File: config.mk
export PLATFORM = sky130hd
export DESIGN_NAME = fft_frame_sched
export DESIGN_NICKNAME = d
export VERILOG_FILES = /design/src/rtl/fft_frame_sched.sv
export SDC_FILE = /design/constraint.sdc
export NUM_CORES = 1
export LEC_CHECK = 0
export CAP_MARGIN = 20
export CORE_UTILIZATION = 40
export DETAILED_ROUTE_END_ITERATION = 10
export PLACE_DENSITY = 0.74
export SLEW_MARGIN = 20
export SYNTH_ARGS = -nofsm -noshare
export SYNTH_HDL_FRONTEND = slang
export SYNTH_SLANG_ARGS = --single-unit
File: constraint.sdc
create_clock -name clk -period 3.12 [get_ports clk]
set_input_delay 0.624 -clock clk [delete_from_list [all_inputs] [get_ports clk]]
set_output_delay 0.624 -clock clk [all_outputs]
set_load 0.02 [all_outputs]
File: src/rtl/fft_frame_sched.sv
// fft_frame_sched: grants one shared fft_256 a whole frame at a time, round-robin between two
// requesters, and routes each output frame back to its issuer through an owner-tag FIFO.
module fft_frame_sched #(
    parameter int FRAME_LEN    = 256,
    parameter int DW           = 16,
    parameter int MAX_INFLIGHT = 4
) (
    input  logic          clk,
    input  logic          rst_n,
    input  logic          req0_valid,
    input  logic          req1_valid,
    output logic          req0_ready,
    output logic          req1_ready,
    input  logic          req0_inv,
    input  logic          req1_inv,
    input  logic [DW-1:0] req0_re,
    input  logic [DW-1:0] req0_im,
    input  logic [DW-1:0] req1_re,
    input  logic [DW-1:0] req1_im,
    output logic          fft_valid_in,
    output logic          fft_sop_in,
    output logic          fft_inv,
    output logic [DW-1:0] fft_x_re,
    output logic [DW-1:0] fft_x_im,
    input  logic          fft_valid_out,
    input  logic          fft_sop_out,
    input  logic [DW-1:0] fft_y_re,
    input  logic [DW-1:0] fft_y_im,
    output logic          out0_valid,
    output logic          out1_valid,
    output logic          out_sop,
    output logic [DW-1:0] out_re,
    output logic [DW-1:0] out_im,
    output logic          busy,
    output logic          err
);
    localparam int CW = $clog2(FRAME_LEN);
    localparam int PW = MAX_INFLIGHT > 1 ? $clog2(MAX_INFLIGHT) : 1;
    localparam int IW = $clog2(MAX_INFLIGHT + 1);

    typedef enum logic {IDLE, STREAM} state_t;
    state_t state, state_nx;

    logic                    owner, inv_r, rr, out_active, out_owner;
    logic [CW-1:0]           cnt, ocnt, idx;
    logic [IW-1:0]           inflight, fcnt;
    logic [PW-1:0]           wp, rp;
    logic [MAX_INFLIGHT-1:0] tags;
    logic                    grant, winner, accept, last, sop_v, pop, emit, done, own_eff;

    always_comb begin
        grant   = state == IDLE && inflight < IW'(MAX_INFLIGHT) && (req0_valid || req1_valid);
        winner  = (req0_valid && req1_valid) ? rr : req1_valid;
        accept  = state == STREAM && (owner ? req1_valid : req0_valid);
        last    = accept && cnt == CW'(FRAME_LEN - 1);
        sop_v   = fft_valid_out && fft_sop_out;
        pop     = sop_v && fcnt != '0;
        emit    = pop || (fft_valid_out && !fft_sop_out && out_active);
        idx     = sop_v ? '0 : ocnt;
        own_eff = sop_v ? tags[rp] : out_owner;
        done    = emit && idx == CW'(FRAME_LEN - 1);
    end

    always_ff @(posedge clk or negedge rst_n)
        if (!rst_n) state <= IDLE;
        else        state <= state_nx;

    always_comb state_nx = grant ? STREAM : last ? IDLE : state;

    always_comb begin
        req0_ready = state == STREAM && !owner;
        req1_ready = state == STREAM && owner;
        busy       = state == STREAM;
        fft_inv    = inv_r;
    end

    always_ff @(posedge clk or negedge rst_n) begin
        if (!rst_n) begin
            owner        <= 1'b0;
            inv_r        <= 1'b0;
            rr           <= 1'b0;
            cnt          <= '0;
            fft_valid_in <= 1'b0;
            fft_sop_in   <= 1'b0;
            fft_x_re     <= '0;
            fft_x_im     <= '0;
            tags         <= '0;
            wp           <= '0;
            rp           <= '0;
            fcnt         <= '0;
            inflight     <= '0;
        end else begin
            fft_valid_in <= accept;
            fft_sop_in   <= accept && cnt == '0;
            if (grant) begin
                owner    <= winner;
                inv_r    <= winner ? req1_inv : req0_inv;
                cnt      <= '0;
                tags[wp] <= winner;
                wp       <= wp == PW'(MAX_INFLIGHT - 1) ? '0 : wp + PW'(1);
            end
            if (accept) begin
                fft_x_re <= owner ? req1_re : req0_re;
                fft_x_im <= owner ? req1_im : req0_im;
                cnt      <= cnt + CW'(1);
            end
            if (last) rr <= ~owner;
            if (pop) rp <= rp == PW'(MAX_INFLIGHT - 1) ? '0 : rp + PW'(1);
            fcnt     <= fcnt + IW'(grant) - IW'(pop);
            inflight <= inflight + IW'(grant) - IW'(done);
        end
    end

    // A sop arriving with no outstanding tag drops the frame; one arriving mid-frame takes over.
    always_ff @(posedge clk or negedge rst_n) begin
        if (!rst_n) begin
            out0_valid <= 1'b0;
            out1_valid <= 1'b0;
            out_sop    <= 1'b0;
            out_re     <= '0;
            out_im     <= '0;
            out_owner  <= 1'b0;
            out_active <= 1'b0;
            ocnt       <= '0;
            err        <= 1'b0;
        end else begin
            out0_valid <= emit && !own_eff;
            out1_valid <= emit && own_eff;
            out_sop    <= emit && fft_sop_out;
            if (emit) begin
                out_re     <= fft_y_re;
                out_im     <= fft_y_im;
                out_active <= !done;
                ocnt       <= idx + CW'(1);
            end else if (sop_v) out_active <= 1'b0;
            if (pop) out_owner <= tags[rp];
            if ((sop_v && (fcnt == '0 || out_active)) || (fft_valid_out && !fft_sop_out && !out_active))
                err <= 1'b1;
        end
    end
endmodule
Word-level counts from Yosys, hierarchy flattened

Index checks and enable logic that the tools add are counted.

Flip-flop bits (word level): 106
Logic and storage cells: 95
Output and inout bits: 74

$add $sub $neg: 8
Eq/ne operators: 4
Reduce and logical (&&, ||, !) cells: 34
Bitwise operators: 2
Muxes and demuxes: 20
$lt $le $gt $ge: 4

Operators by type and width:

| kind                                                                          | number |
|---|---|
| 16-bit 2-to-1 mux                                                             | 2 |
| 8-bit 2-to-1 mux                                                              | 3 |
| 1-bit logical AND                                                             | 19 |
| 8-bit by 1-bit adder with 8-bit output (second input constant)                | 2 |
| 8-bit == test (second input constant)                                         | 2 |
| 1-bit 2-to-1 mux                                                              | 10 |
| 8-bit logical NOT                                                             | 1 |
| 3-bit by 1-bit adder with 3-bit output                                        | 2 |
| 2-bit by 3-bit less-than comparator with 1-bit output (second input constant) | 2 |
| 2-bit nonzero test                                                            | 3 |
| 3-bit by 1-bit subtractor with 3-bit output                                   | 2 |
| 1-bit logical NOT                                                             | 5 |
| 2-bit by 1-bit adder with 2-bit output (second input constant)                | 2 |
| 4-bit bitwise mux                                                             | 1 |
| 2-bit == test (second input constant)                                         | 2 |
| 1-bit logical OR                                                              | 4 |
| 2-bit 2-to-1 mux                                                              | 2 |
| 3-bit logical NOT                                                             | 1 |
| 3-bit less-than comparator (second input constant)                            | 1 |
| 3-bit nonzero test                                                            | 1 |
| 1-bit binary-select mux with 2-bit select                                     | 1 |
| 1-bit demux with 2-bit select                                                 | 1 |
| 2-bit by 1-bit >= comparator with 1-bit output (second input constant)        | 1 |
| 1-bit inverter                                                                | 2 |

Depth between registers and ports, before layout

Word-level depth: 7
Depth in mapped cells: 15

Worst setup path before layout

No wires, ideal clock.

Path kind: input-to-reg
Start: in fft_sop_out
End: reg inflight[2]
Buffers on the path: 1
Stages on the path: 15
Slack: 0.160 ns
Data arrival time: 2.837 ns
Path through: buf_2 > nand2_1 > and2_1 > ha_1 > nand2_1 > nor4_1 > and3_1 > and2_1 > ha_1 > inv_1 > ha_1 > inv_1 > fa_1 > xnor2_1 > xnor2_1

Cells in the longest elaborated chain, start to end: 6
Elaborated cells between the ends (all ways): 10

Ends and longest elaborated chain:

| what                                                                     | RTL line | RTL |
|---|---|---|
| from (decl)                                                              | 26       | `input logic fft_sop_out,` |
| parallel branches: the longest is 4 deep, another holds 8-bit 2-to-1 mux | --       |  |
| 1-bit logical AND *                                                      | 61       | `done = emit && idx == CW'(FRAME_LEN - 1);` |
| 3-bit by 1-bit subtractor with 3-bit output *                            | 110      | `inflight <= inflight + IW'(grant) - IW'(done);` |
| to (signal assigned)                                                     | 110      |  |
| to (decl)                                                                | 46       | `logic [IW-1:0] inflight, fcnt;` |

Every way passes the cells marked *.
A chain may end at the register's enable or synchronous reset.

Worst setup path after layout

Start: in fft_valid_out
End: reg inflight[2]

Cells in the longest elaborated chain, start to end: 5
Elaborated cells between the ends (all ways): 9

Ends and longest elaborated chain:

| what                                              | RTL line | RTL |
|---|---|---|
| from (decl)                                       | 25       | `input logic fft_valid_out,` |
| 1-bit logical AND (on tied branches)              | 56, 58   |  |
| 8-bit 2-to-1 mux, or another cell as far along    | 59       | `idx = sop_v ? '0 : ocnt;` |
| 8-bit == test or 1-bit logical OR (tied branches) | 61, 58   |  |
| 1-bit logical AND *                               | 61       |  |
| 3-bit by 1-bit subtractor with 3-bit output *     | 110      |  |

Mark *: on every way between the ends. The rest lies on a longest branch, timed or not.

==> metrics.txt <==
Worst Path Buf+Inv=3; DIE HEIGHT=111 um; LEAKAGE=3.23 nW; post-DP HPWL=8190 um; Starting Density=41.3%; slew at the pin closest to its max-slew limit=0.629 ns; worst stage delay on the critical path=0.37 ns; vias per cell=4.94; IO Pins=178; TritonRoute pass-1 iters=8; Pins Over Slew Limit=0; global route total overflow=0; Syn. warnings=0; Final Wtd Congestion=0.814; Sink Count=106; Hold Buf Count CTS=0; Critical Path End Type=flop; Tightest Hold Check Type=in2async; Die X=111 um; Distinct cells, synth=48; relative slew slack=58.0%; Crit Path Class=in2reg; RSZ-0062 raised after global routing=false; Core Footprint=11500 um^2; maximum vdd drop=459 uV; Area growth syn-to-layout=47.9%; CP Cell Sequence=dlymetal6s2s_1, nand2_2, and2_1, ha_2, nand2_1, nor4_2, and3_1, and2_4, ha_1, inv_1, ha_1, inv_1, fa_2, xnor2_2, xnor2_1; Avg Cell Area, Syn=10.1 um^2; final net count=770; synthesized cell area=4750 um^2; Synth area leaders=dfrtp_1 56%, nand2_1 13%, mux2i_1 8.2%; pin count of the biggest net entering global routing=66; Design Power=5.90 mW; number of diodes=0; setup TNS=0 ns; clk buf depth=2; Yosys top cell area share=55.8%; max-cap violation count=0; row count=39; largest delay contributor family on the critical path=adder cells; Max FO, Critical Path=3; register bit count reported by yosys=106; H-Tree Depth=3; CP max stage cell=fa_2; dominant cell type by area after synthesis=dfrtp_1; Global Route Usage Sum=18.6%; DRC=30; CP startpoint kind=input pin; clk_lat worst skew=0.34 ns; Layout fillers=967; port bufs=177; Hold Fails Final Rpt=0; setup violators final=0; clock skew=0.0124 ns; Final period util=85.6%; Die ar.=12300 um^2; Post-Syn Instances=472; TritonCTS Buffers=9; share of cells above drive strength 1=7.15%; failing checks=design-rule violations; DRT iter0 DRCs=212; f_max=374 MHz; wire per inst=13.8 um; list of most frequent post-synthesis cells=161 x nand2_1, 106 x dfrtp_1, 40 x o21ai_0; most frequent cell after synthesis=nand2_1; Post-synth EDFFs=0; antenna violations before repair=0; post-layout minimum cycle time=2.67 ns; vias=3950; drt total wl=11000 um; vias in the first global route=3953; RR Endpoint=inflight[2]$_DFF_PN0_; R2R depth=13; Clock Pin Slew Worst Setup and Hold Paths=0.07 ns; Syn Nets=590; Worst Path Required=3.35 ns; post-synthesis sequential area ratio=55.8%; status=complete, but fails checks; first-pass GRT wire length=18400 um; antenna-violating nets left=0; RR Startpoint=ocnt[0]$_DFFE_PN0P_; Top FF cell, synth=dfrtp_1; TritonCTS clock tree=yes; Synth async-reset ratio=100%; Pwr per Cell Area=839 nW/um^2; R2R Setup Slk=0.52 ns; CTS root buf=clkbuf_16; Critical Path AT=2.90 ns
==> worst register-to-register path, cell delays in order, from the launching register on <==
cell,delay (ns)
dfrtp_1,0.41
and2_1,0.16
ha_2,0.18
nand2_1,0.08
nor4_2,0.18
and3_1,0.23
and2_4,0.15
ha_1,0.22
inv_1,0.07
ha_1,0.14
inv_1,0.06
fa_2,0.37
xnor2_2,0.15
xnor2_1,0.12
==> state kept, by name (all words and copies together) (netlist names), 2 cells and up <==
name and count:
cnt 8, fcnt 3, fft_x_im 16, fft_x_re 16, inflight 3, ocnt 8
out_im 16, out_re 16, rp 2, tags 4, wp 2
==> cell type report <==
type | count | area, um^2 | area share, %
multi-input combinational | 324 | 1930 | 27.5
clock inverter | 3 | 40.0 | 0.569
tap | 143 | 179 | 2.54
timing repair buffer | 193 | 1910 | 27.1
inverter | 18 | 67.6 | 0.961
clock buffer | 13 | 250 | 3.56
sequential | 106 | 2650 | 37.7
==> cell families after synthesis <==
group | Yosys count | share of synthesized area (%)
and+or+nand+nor | 194 | 17.1
AOI/OAI and AO/OA | 64 | 7.92
buffers and inverters | 42 | 4.11
adders and majority gates | 14 | 4.00
xor gates and xnor gates | 8 | 1.47
muxes | 44 | 9.63
DFF | 106 | 55.8
==> what timing repair did <==
item	CTS	global route
setup endpoints to repair	1	2
pin swaps	0	5
gates resized for setup	1	7
buffers inserted	0	1
==> worst max-delay path by stage <==
| stage | from | to | cells past startpoint |
|---|---|---|---|
| CTS | fft_sop_out | inflight[2]$_DFF_PN0_ | 15 |
| finish | fft_valid_out | inflight[2]$_DFF_PN0_ | 15 |
| floorplan | fft_sop_out | inflight[2]$_DFF_PN0_ | 15 |
| global route | fft_valid_out | inflight[2]$_DFF_PN0_ | 15 |
| global placement | fft_valid_out | inflight[2]$_DFF_PN0_ | 15 |
| detailed placement | fft_sop_out | inflight[2]$_DFF_PN0_ | 15 |
==> layout by cell type, fill, tap and decap left out, types with 9 or more instances in the layout <==
cell and n:
dfrtp_1 105, clkdlybuf4s50_1 174, mux2i_1 39, inv_1 16, nand2_1 160, ha_1 11, clkbuf_16 9, buf_4 16
o21ai_0 40
==> layer usage <==
metal | share of wire (%) | global-route usage [%] | vias up
li1 | - | - | 1916
met1 | 41 | 21.9 | 1859
met2 | 49 | 31.8 | 165
met3 | 8.4 | 6.40 | 10
met4 | 0.96 | 6.22 | 0
met5 | 0 | 0 | -
==> power by group <==
group          internal (mW)  switching [mW]
Sequential              1.88           0.335
Clock                  0.643           0.467
Combinational           1.24            1.34
Total                   3.76            2.14
==> stage by stage <==
stage	setup WS [ns]	hold slack (ns)	std cells	instance area, um^2	utilization [%]
6_report	0.449	0.285	800	7030	61.0
5_1_grt	0.279	0.327	800	7030	61.0
4_1_cts	0.0320	0.318	799	7000	60.8
3_5_place_dp	-0.345	0.461	783	6700	58.2
3_3_place_gp	-0.245	0.457	783	6700	58.2
2_1_floorplan	0.160	0.328	472	4750	-
No activity file was read; power rests on OpenSTA's default activity.
